### config.mk
export PLATFORM = sky130hd
export DESIGN_NAME = fifo_umbrales_flat
export DESIGN_NICKNAME = d
export VERILOG_FILES = /design/src/rtl/fifo_umbrales_if.sv /design/src/rtl/fifo_umbrales.sv /design/src/flat_wrapper.sv
export SDC_FILE = /design/constraint.sdc
export NUM_CORES = 1
export LEC_CHECK = 0
export ABC_AREA = 1
export CAP_MARGIN = 10
export CORE_MARGIN = 3
export CORE_UTILIZATION = 50
export DETAILED_ROUTE_END_ITERATION = 16
export PLACE_DENSITY = 0.75
export SLEW_MARGIN = 15
export SYNTH_ARGS = -nofsm -noshare
export SYNTH_HDL_FRONTEND = slang
export SYNTH_SLANG_ARGS = --single-unit
### constraint.sdc
create_clock -name clk -period 2.4 [get_ports clk]
set_input_delay 0.24 -clock clk [delete_from_list [all_inputs] [get_ports clk]]
set_output_delay 0.24 -clock clk [all_outputs]
set_load 0.005 [all_outputs]
### src/rtl/fifo_umbrales_if.sv
// Bus bundle for fifo_umbrales: write/read requests, thresholds and status.
// The producer/consumer side uses the master modport, the FIFO uses slave.
interface fifo_umbrales_if #(
    parameter int DATA_WIDTH = 6,
    parameter int ADDR_WIDTH = 2
);
    logic                  push;
    logic [DATA_WIDTH-1:0] data_in;
    logic                  pop;
    logic [ADDR_WIDTH-1:0] umbral_alto;
    logic [ADDR_WIDTH-1:0] umbral_bajo;
    logic [DATA_WIDTH-1:0] data_out;
    logic                  valid_out;
    logic                  empty;
    logic                  full;
    logic                  almost_full;
    logic                  almost_empty;
    logic                  error;
    logic [ADDR_WIDTH:0]   count;

    modport master (
        output push, data_in, pop, umbral_alto, umbral_bajo,
        input  data_out, valid_out, empty, full, almost_full, almost_empty,
               error, count
    );

    modport slave (
        input  push, data_in, pop, umbral_alto, umbral_bajo,
        output data_out, valid_out, empty, full, almost_full, almost_empty,
               error, count
    );
endinterface

### src/rtl/fifo_umbrales.sv
// Synchronous FIFO with programmable almost-full/almost-empty thresholds and
// a sticky overflow/underflow error flag. Occupancy is kept in its own counter
// so full and empty are unambiguous even though the pointers wrap.
module fifo_umbrales #(
    parameter int DATA_WIDTH = 6,
    parameter int ADDR_WIDTH = 2
) (
    input  logic              clk,
    input  logic              reset,
    fifo_umbrales_if.slave    bus
);
    localparam int DEPTH = 1 << ADDR_WIDTH;
    localparam logic [ADDR_WIDTH:0] DEPTH_C = (ADDR_WIDTH + 1)'(DEPTH);

    logic [DATA_WIDTH-1:0] mem [DEPTH];
    logic [ADDR_WIDTH-1:0] wr_ptr;
    logic [ADDR_WIDTH-1:0] rd_ptr;
    logic [ADDR_WIDTH:0]   count_q;
    logic [DATA_WIDTH-1:0] data_q;
    logic                  valid_q;
    logic                  error_q;

    logic pop_ok;
    logic push_ok;
    logic overflow;
    logic underflow;

    // Accept decisions; a push into a full FIFO is fine when a pop frees a slot.
    always_comb begin
        pop_ok    = bus.pop && (count_q != '0);
        push_ok   = bus.push && ((count_q < DEPTH_C) || pop_ok);
        overflow  = bus.push && (count_q == DEPTH_C) && !bus.pop;
        underflow = bus.pop && (count_q == '0);
    end

    // Storage array; contents are don't-care after reset so it has no reset.
    always_ff @(posedge clk) begin
        if (reset && push_ok) begin
            mem[wr_ptr] <= bus.data_in;
        end
    end

    // Pointers, occupancy, registered read data and the sticky error bit.
    always_ff @(posedge clk) begin
        if (!reset) begin
            wr_ptr  <= '0;
            rd_ptr  <= '0;
            count_q <= '0;
            data_q  <= '0;
            valid_q <= 1'b0;
            error_q <= 1'b0;
        end else begin
            valid_q <= pop_ok;
            if (push_ok) begin
                wr_ptr <= wr_ptr + 1'b1;
            end
            if (pop_ok) begin
                rd_ptr <= rd_ptr + 1'b1;
                data_q <= mem[rd_ptr];
            end
            if (push_ok && !pop_ok) begin
                count_q <= count_q + 1'b1;
            end else if (pop_ok && !push_ok) begin
                count_q <= count_q - 1'b1;
            end
            if (overflow || underflow) begin
                error_q <= 1'b1;
            end
        end
    end

    // Status flags follow the registered count and the live threshold inputs.
    always_comb begin
        bus.count        = count_q;
        bus.data_out     = data_q;
        bus.valid_out    = valid_q;
        bus.error        = error_q;
        bus.empty        = (count_q == '0);
        bus.full         = (count_q == DEPTH_C);
        bus.almost_full  = (count_q >= (DEPTH_C - {1'b0, bus.umbral_alto}));
        bus.almost_empty = (count_q <= {1'b0, bus.umbral_bajo});
    end
endmodule

### src/flat_wrapper.sv
// flat-port wrapper written by rule: the top's interface ports become plain ports
module fifo_umbrales_flat 
#(
    parameter int DATA_WIDTH = 6,
    parameter int ADDR_WIDTH = 2
)
  (clk, reset, bus_push, bus_data_in, bus_pop, bus_umbral_alto, bus_umbral_bajo, bus_data_out, bus_valid_out, bus_empty, bus_full, bus_almost_full, bus_almost_empty, bus_error, bus_count);
  fifo_umbrales_if #(.DATA_WIDTH(DATA_WIDTH), .ADDR_WIDTH(ADDR_WIDTH)) bus_i ();
  input  logic clk;
  input  logic reset;
  input wire logic [$bits(bus_i.push)-1:0] bus_push;
  input wire logic [$bits(bus_i.data_in)-1:0] bus_data_in;
  input wire logic [$bits(bus_i.pop)-1:0] bus_pop;
  input wire logic [$bits(bus_i.umbral_alto)-1:0] bus_umbral_alto;
  input wire logic [$bits(bus_i.umbral_bajo)-1:0] bus_umbral_bajo;
  output wire logic [$bits(bus_i.data_out)-1:0] bus_data_out;
  output wire logic [$bits(bus_i.valid_out)-1:0] bus_valid_out;
  output wire logic [$bits(bus_i.empty)-1:0] bus_empty;
  output wire logic [$bits(bus_i.full)-1:0] bus_full;
  output wire logic [$bits(bus_i.almost_full)-1:0] bus_almost_full;
  output wire logic [$bits(bus_i.almost_empty)-1:0] bus_almost_empty;
  output wire logic [$bits(bus_i.error)-1:0] bus_error;
  output wire logic [$bits(bus_i.count)-1:0] bus_count;
  assign bus_i.push = bus_push;
  assign bus_i.data_in = bus_data_in;
  assign bus_i.pop = bus_pop;
  assign bus_i.umbral_alto = bus_umbral_alto;
  assign bus_i.umbral_bajo = bus_umbral_bajo;
  assign bus_data_out = bus_i.data_out;
  assign bus_valid_out = bus_i.valid_out;
  assign bus_empty = bus_i.empty;
  assign bus_full = bus_i.full;
  assign bus_almost_full = bus_i.almost_full;
  assign bus_almost_empty = bus_i.almost_empty;
  assign bus_error = bus_i.error;
  assign bus_count = bus_i.count;
  fifo_umbrales #(.DATA_WIDTH(DATA_WIDTH), .ADDR_WIDTH(ADDR_WIDTH)) u_core (.clk(clk), .reset(reset), .bus(bus_i));
endmodule
# Word-level counts from Yosys, hierarchy flattened
# Memory sizes are Yosys's and may differ from the RTL's. A register that Yosys moved wholly into a read port is not among the register bits.
# Cells that the tools add are included.
# Widths: inputs -> output; s select.
totals:
  mem_count: 1
  output_inout_bits: 15
  ram_bits: 24
  elab_cells: 36
  reg_bits: 9
classes:
  mux: 4
  eq_ne: 1
  reduce_logical: 17
  magnitude_cmp: 3
  n_addsub: 5
memory_table:
  columns: ["name", "depth", "width", "read_ports", "rd_ports_with_merged_regs", "write_ports", "line_no", "rtl"]
  rows:
  - ["u_core.mem", 4, 6, 1, 1, 1, "fifo_umbrales.sv:15", "logic [DATA_WIDTH-1:0] mem [DEPTH];"]
op_table:
  columns: ["cell", "count"]
  rows:
  - ["$logic_and 1x1->1", 8]
  - ["$mux 3", 2]
  - ["$add 2x1->2 const B", 2]
  - ["$logic_not 1->1", 4]
  - ["$add 3x1->3 const B", 1]
  - ["$eq 3x3->1 const B", 1]
  - ["$ge 3x3->1", 1]
  - ["$le 3x2->1", 1]
  - ["$logic_not 3->1", 1]
  - ["$lt 3x3->1 const B", 1]
  - ["$reduce_bool 3->1", 1]
  - ["$sub 3x1->3 const B", 1]
  - ["$sub 3x2->3 const A", 1]
  - ["$logic_or 1x1->1", 2]
  - ["$mux 1", 2]
  - ["$reduce_bool 2->1", 1]

# Longest topological paths before layout
logic_depth:
  depth_word: 8
  depth_mapped: 13

# Worst setup path after synthesis
# Ideal clock, no wire load.
synth_timing:
  path_type: "register -> register"
  startpoint: "register u_core.count_q[0], in the netlist u_core.bus.count[0]"
  endpoint: "register u_core.count_q[2], in the netlist u_core.bus.count[2]"
  setup_slack_ns: 0.580
  path_stages_with_launch: 14
  arrival_ns: 1.707
  setup_ns: 0.113
  required_time_ns: 2.287
  path_cell_list: "dfxtp_1 > nor2_4 > nand2_4 > nand2_4 > buf_8 > ha_1 > inv_1 > fa_1 > inv_1 > nand2_1 > nand3_1 > nand2_1 > nand2_1 > nor2_1"
synth_via:
  elab_chain_cells: 7
  elab_cells_between_ends: 14
  cone_classes: "add/sub (2); order compare (1); mux (2); reduce/logical (9)"
synth_lines:
  columns: ["element", "line_no", "rtl"]
  rows:
  - ["start: declaration", "fifo_umbrales.sv:18", "logic [ADDR_WIDTH:0] count_q;"]
  - ["start signal: assignment", "fifo_umbrales.sv:62", "count_q <= count_q + 1'b1;"]
  - ["start signal: assignment", "fifo_umbrales.sv:64", "count_q <= count_q - 1'b1;"]
  - ["parallel branches: the longest is 7 deep, another holds $lt 3x3->1", null, null]
# Parallel ways; which one is timed is not known. The select of a mux whose other input is x is not followed.
# A chain may end at the register's enable or synchronous reset.

# Final worst setup path
layout_timing:
  startpoint: "register u_core.count_q[0], in the netlist u_core.bus.count[0]"
  endpoint: "output bus_almost_empty"
layout_via:
  elab_chain_cells: 1
layout_lines:
  columns: ["element", "line_no", "rtl"]
  rows:
  - ["$le 3x2->1", "fifo_umbrales.sv:81", "bus.almost_empty = (count_q <= {1'b0, bus.umbral_bajo});"]
  - ["end: declaration", "flat_wrapper.sv:21", "output wire logic [$bits(bus_i.almost_empty)-1:0] bus_almost_empty;"]
# Every way passes these cells.

==> results.rst <==
.. list-table::
   :header-rows: 1

   * - Metric
     - Value
   * - Synthesis-to-finish area growth
     - 23.71%
   * - Final cell area excluding filler cells
     - 2396 um2
   * - FILL cells
     - 295
   * - Max-Slew Margin vs Limit
     - 64.93%
   * - Ratio of routed vias to standard cells
     - 4.477
   * - Instance area after placement
     - 2281 um2
   * - Placed Instances
     - 302
   * - Fin. Hold Viols
     - 0
   * - Horizontal extent of the die
     - 68.24 um
   * - Worst VDD drop
     - 0.0005197 V
   * - Effective utilization at floorplan
     - 55.01%
   * - Post-synth design cell area
     - 1937 um2
   * - Finished Core Util
     - 68.05%
   * - Area of the die
     - 4657 um2
   * - Overall overflow remaining after global route
     - 0
   * - Number of DRC markers in iteration 0
     - 76
   * - Routed via count
     - 1388
   * - Share of the clock period used by the worst path after layout
     - 88.37%
   * - Sum of internal, switching and leakage power
     - 2.269 mW
   * - TritonCTS clock tree
     - yes
   * - Hold WC Path Type
     - flip-flop to flip-flop
   * - Result of the run
     - completed
   * - Share of synthesized area occupied by flip-flops and latches
     - 52.71%
   * - Leakage power of the design
     - 1.146 nW
   * - Buffers inserted during post-CTS setup optimization
     - 0
   * - Unrepaired setup endpoints after global routing
     - no
   * - FMAX
     - 0.4715 GHz
   * - Shortest clock period the worst path allows after layout
     - 2121 ps
   * - CTS sink count
     - 39
   * - Setup Skew
     - 5.972 ps
   * - Number of antenna violations at the first check in global routing
     - 0
   * - Net count after synthesis
     - 252
   * - Dominant combinational cell family by area after synthesis
     - simple AND/OR/NAND/NOR gates
   * - Number of routed nets with antenna violations
     - 0
   * - Worst Slack Setup Final
     - 279.2 ps
   * - Critical Path Source Type
     - flip-flop
   * - Routed length per instance
     - 10.62 um
   * - Aggregate global-route resource usage
     - 15.98%
   * - DIE HEIGHT
     - 68.24 um
   * - Placer Congestion
     - 0.7619
   * - Std-Cell Core Area
     - 3521 um2
   * - Via count of the first global-routing pass
     - 1174
   * - Total clock buffers created by CTS
     - 5
   * - Required time at the endpoint of the critical path
     - 2160 ps
   * - Adder-cell share of the synthesized area
     - 8.140%
   * - Simple-gate share of the synthesized area
     - 22.74%
   * - Setup Crit Path Kind
     - flip-flop to primary output
   * - Final #Nets
     - 289
   * - Yosys reg bits
     - 39
   * - Syn. warnings
     - 0
   * - Number of distinct library cell variants in the gate-level netlist after synthesis
     - 23
   * - Fraction of layout cells with a size suffix above 1
     - 8.333%
   * - Pins over their slew limit
     - 0
   * - I/O pins
     - 29
   * - Pre-CTS worst setup slack
     - 30.92 ps
   * - Final WL
     - 3293 um
   * - Buffers added on ports
     - 28
   * - Clock Pin Slew Worst Setup and Hold Paths
     - 80 ps
   * - Compound-gate portion of the synthesized area
     - 3.359%
   * - Power density over cell area
     - 946.9 nW/um2
   * - Largest net degree at the start of global routing
     - 16
   * - Arrival time of data at the critical path endpoint
     - 1880 ps
   * - Critical path capture point type
     - primary output
   * - Num rows
     - 21
   * - Average cell area after synthesis
     - 8.570 um2
   * - Number of buffers on the longest clock path
     - 2
   * - Htree depth
     - 2
   * - DRC errors left
     - 0
   * - Insertion delay of the later-clocked pin in the worst-skew pair
     - 290 ps
   * - Share of synthesized area spent on multiplexers
     - 0%
   * - Synthesized instance count
     - 226
   * - XOR/XNOR share of the synthesized area
     - 0%
   * - Root buffer cell
     - clkbuf_8
   * - Worst Path Max Fanout
     - 7
   * - Placed wire-length estimate
     - 2364 um
   * - Setup-failing EPs final
     - 0
   * - Global-route wire length before repair
     - 5244 um
   * - Diode count
     - 0
   * - Worst Max-Slew Pin Slew
     - 525.3 ps
   * - Final-layout worst hold slack
     - 515.6 ps
   * - Number of maximum-capacitance constraint violations
     - 0
   * - Non-filler cells in the finished layout
     - 310
   * - First-pass DRT Iterations
     - 4
   * - Setup TNS
     - 0 ps
kinds of logic after synthesis:
logic type | after synthesis
AO/OA/AOI/OAI | 12
flip-flops | 39
AND/OR/NAND/NOR | 103
adder cells (fa/ha/maj) | 12
buffers and inverters | 60
cell usage after synthesis:
master | n | area share (%)
o21ai_0 | 4 | 1.0
nor2_1 | 25 | 4.8
ha_1 | 11 | 7.1
buf_4 | 2 | 0.77
edfxtp_1 | 24 | 37
dfxtp_1 | 15 | 16
buf_6 | 1 | 0.58
a21oi_1 | 5 | 1.3
nand2_4 | 2 | 1.2
o211ai_1 | 1 | 0.39
nor2_4 | 1 | 0.58
inv_1 | 53 | 10
o21ai_1 | 1 | 0.26
nand4_1 | 1 | 0.32
buf_8 | 1 | 0.77
buf_2 | 1 | 0.26
inv_2 | 2 | 0.39
nand2_2 | 2 | 0.65
o21bai_1 | 1 | 0.39
nand3_1 | 18 | 4.7
nor3_1 | 1 | 0.26
nand2_1 | 53 | 10
fa_1 | 1 | 1.0
final timing paths:
kind | startpoint | to | slack (ps) | depth (start not counted)
worst min register to register | u_core.bus.data_out[1] | u_core.bus.data_out[1] | 520 | 4
worst max-delay path | u_core.bus.count[0] | bus_almost_empty | 280 | 5
worst max register to register | u_core.bus.count[2] | u_core.bus.count[1] | 450 | 8
worst min-delay path | u_core.bus.data_out[1] | u_core.bus.data_out[1] | 520 | 4
critical path, cell delays in order, from the launching register on:
cell and delay (ps):
dfxtp_1 500, inv_1 110, ha_1 290, nand2_1 50, a21oi_1 130, clkdlybuf4s50_1 510
routing by layer:
layer  wire length (um)  global-route usage (%)  up-vias  share of wire, %
met4                 67                   8.685        0               2.0
met3                205                   5.255        5               6.2
met5                  0                       0        -                 0
met1               1519                   18.22      589                46
met2               1501                   26.35       33                46
li1                   -                       -      761                 -
area by class of cell:
class / instances / area (um2) / area share (%)
Clock buffer: 5 / 68.82 / 2.872
Clock inverter: 3 / 43.79 / 1.828
Inverter: 55 / 206.4 / 8.616
Multi-Input combinational cell: 127 / 663.1 / 27.68
Sequential cell: 39 / 1021 / 42.61
Tap cell: 46 / 57.56 / 2.402
Timing Repair Buffer: 35 / 335.3 / 13.99
sequential cells by signal (all words and copies together) (netlist names):
name,flops
u_core.rd_ptr,2
u_core.bus.data_out,6
u_core.mem,24
u_core.wr_ptr,2
u_core.bus.error,1
u_core.bus.valid_out,1
u_core.bus.count,3
timing repair:
item                       4_1_cts  5_1_grt
setup endpoints to repair        0        1
resized for setup                0        1
hold buffers                     0        0
cell usage in the layout (no fill, tap or decap), types with 2 or more instances in the layout:
| master | instances |
|---|---|
| a21oi_1 | 5 |
| buf_4 | 7 |
| clkbuf_8 | 5 |
| clkdlybuf4s50_1 | 27 |
| dfxtp_1 | 15 |
| edfxtp_1 | 24 |
| ha_1 | 11 |
| inv_1 | 53 |
| inv_2 | 2 |
| nand2_1 | 53 |
| nand2_2 | 2 |
| nand2_4 | 2 |
| nand3_1 | 18 |
| nor2_1 | 25 |
| o21ai_0 | 4 |
power by group:
part	switching (mW)	internal, mW	total (mW)
Clock	0.232	0.309	0.541
Combinational	0.404	0.406	0.810
Sequential	0.106	0.812	0.918
Note: power is estimated with default switching activity, not from simulation.
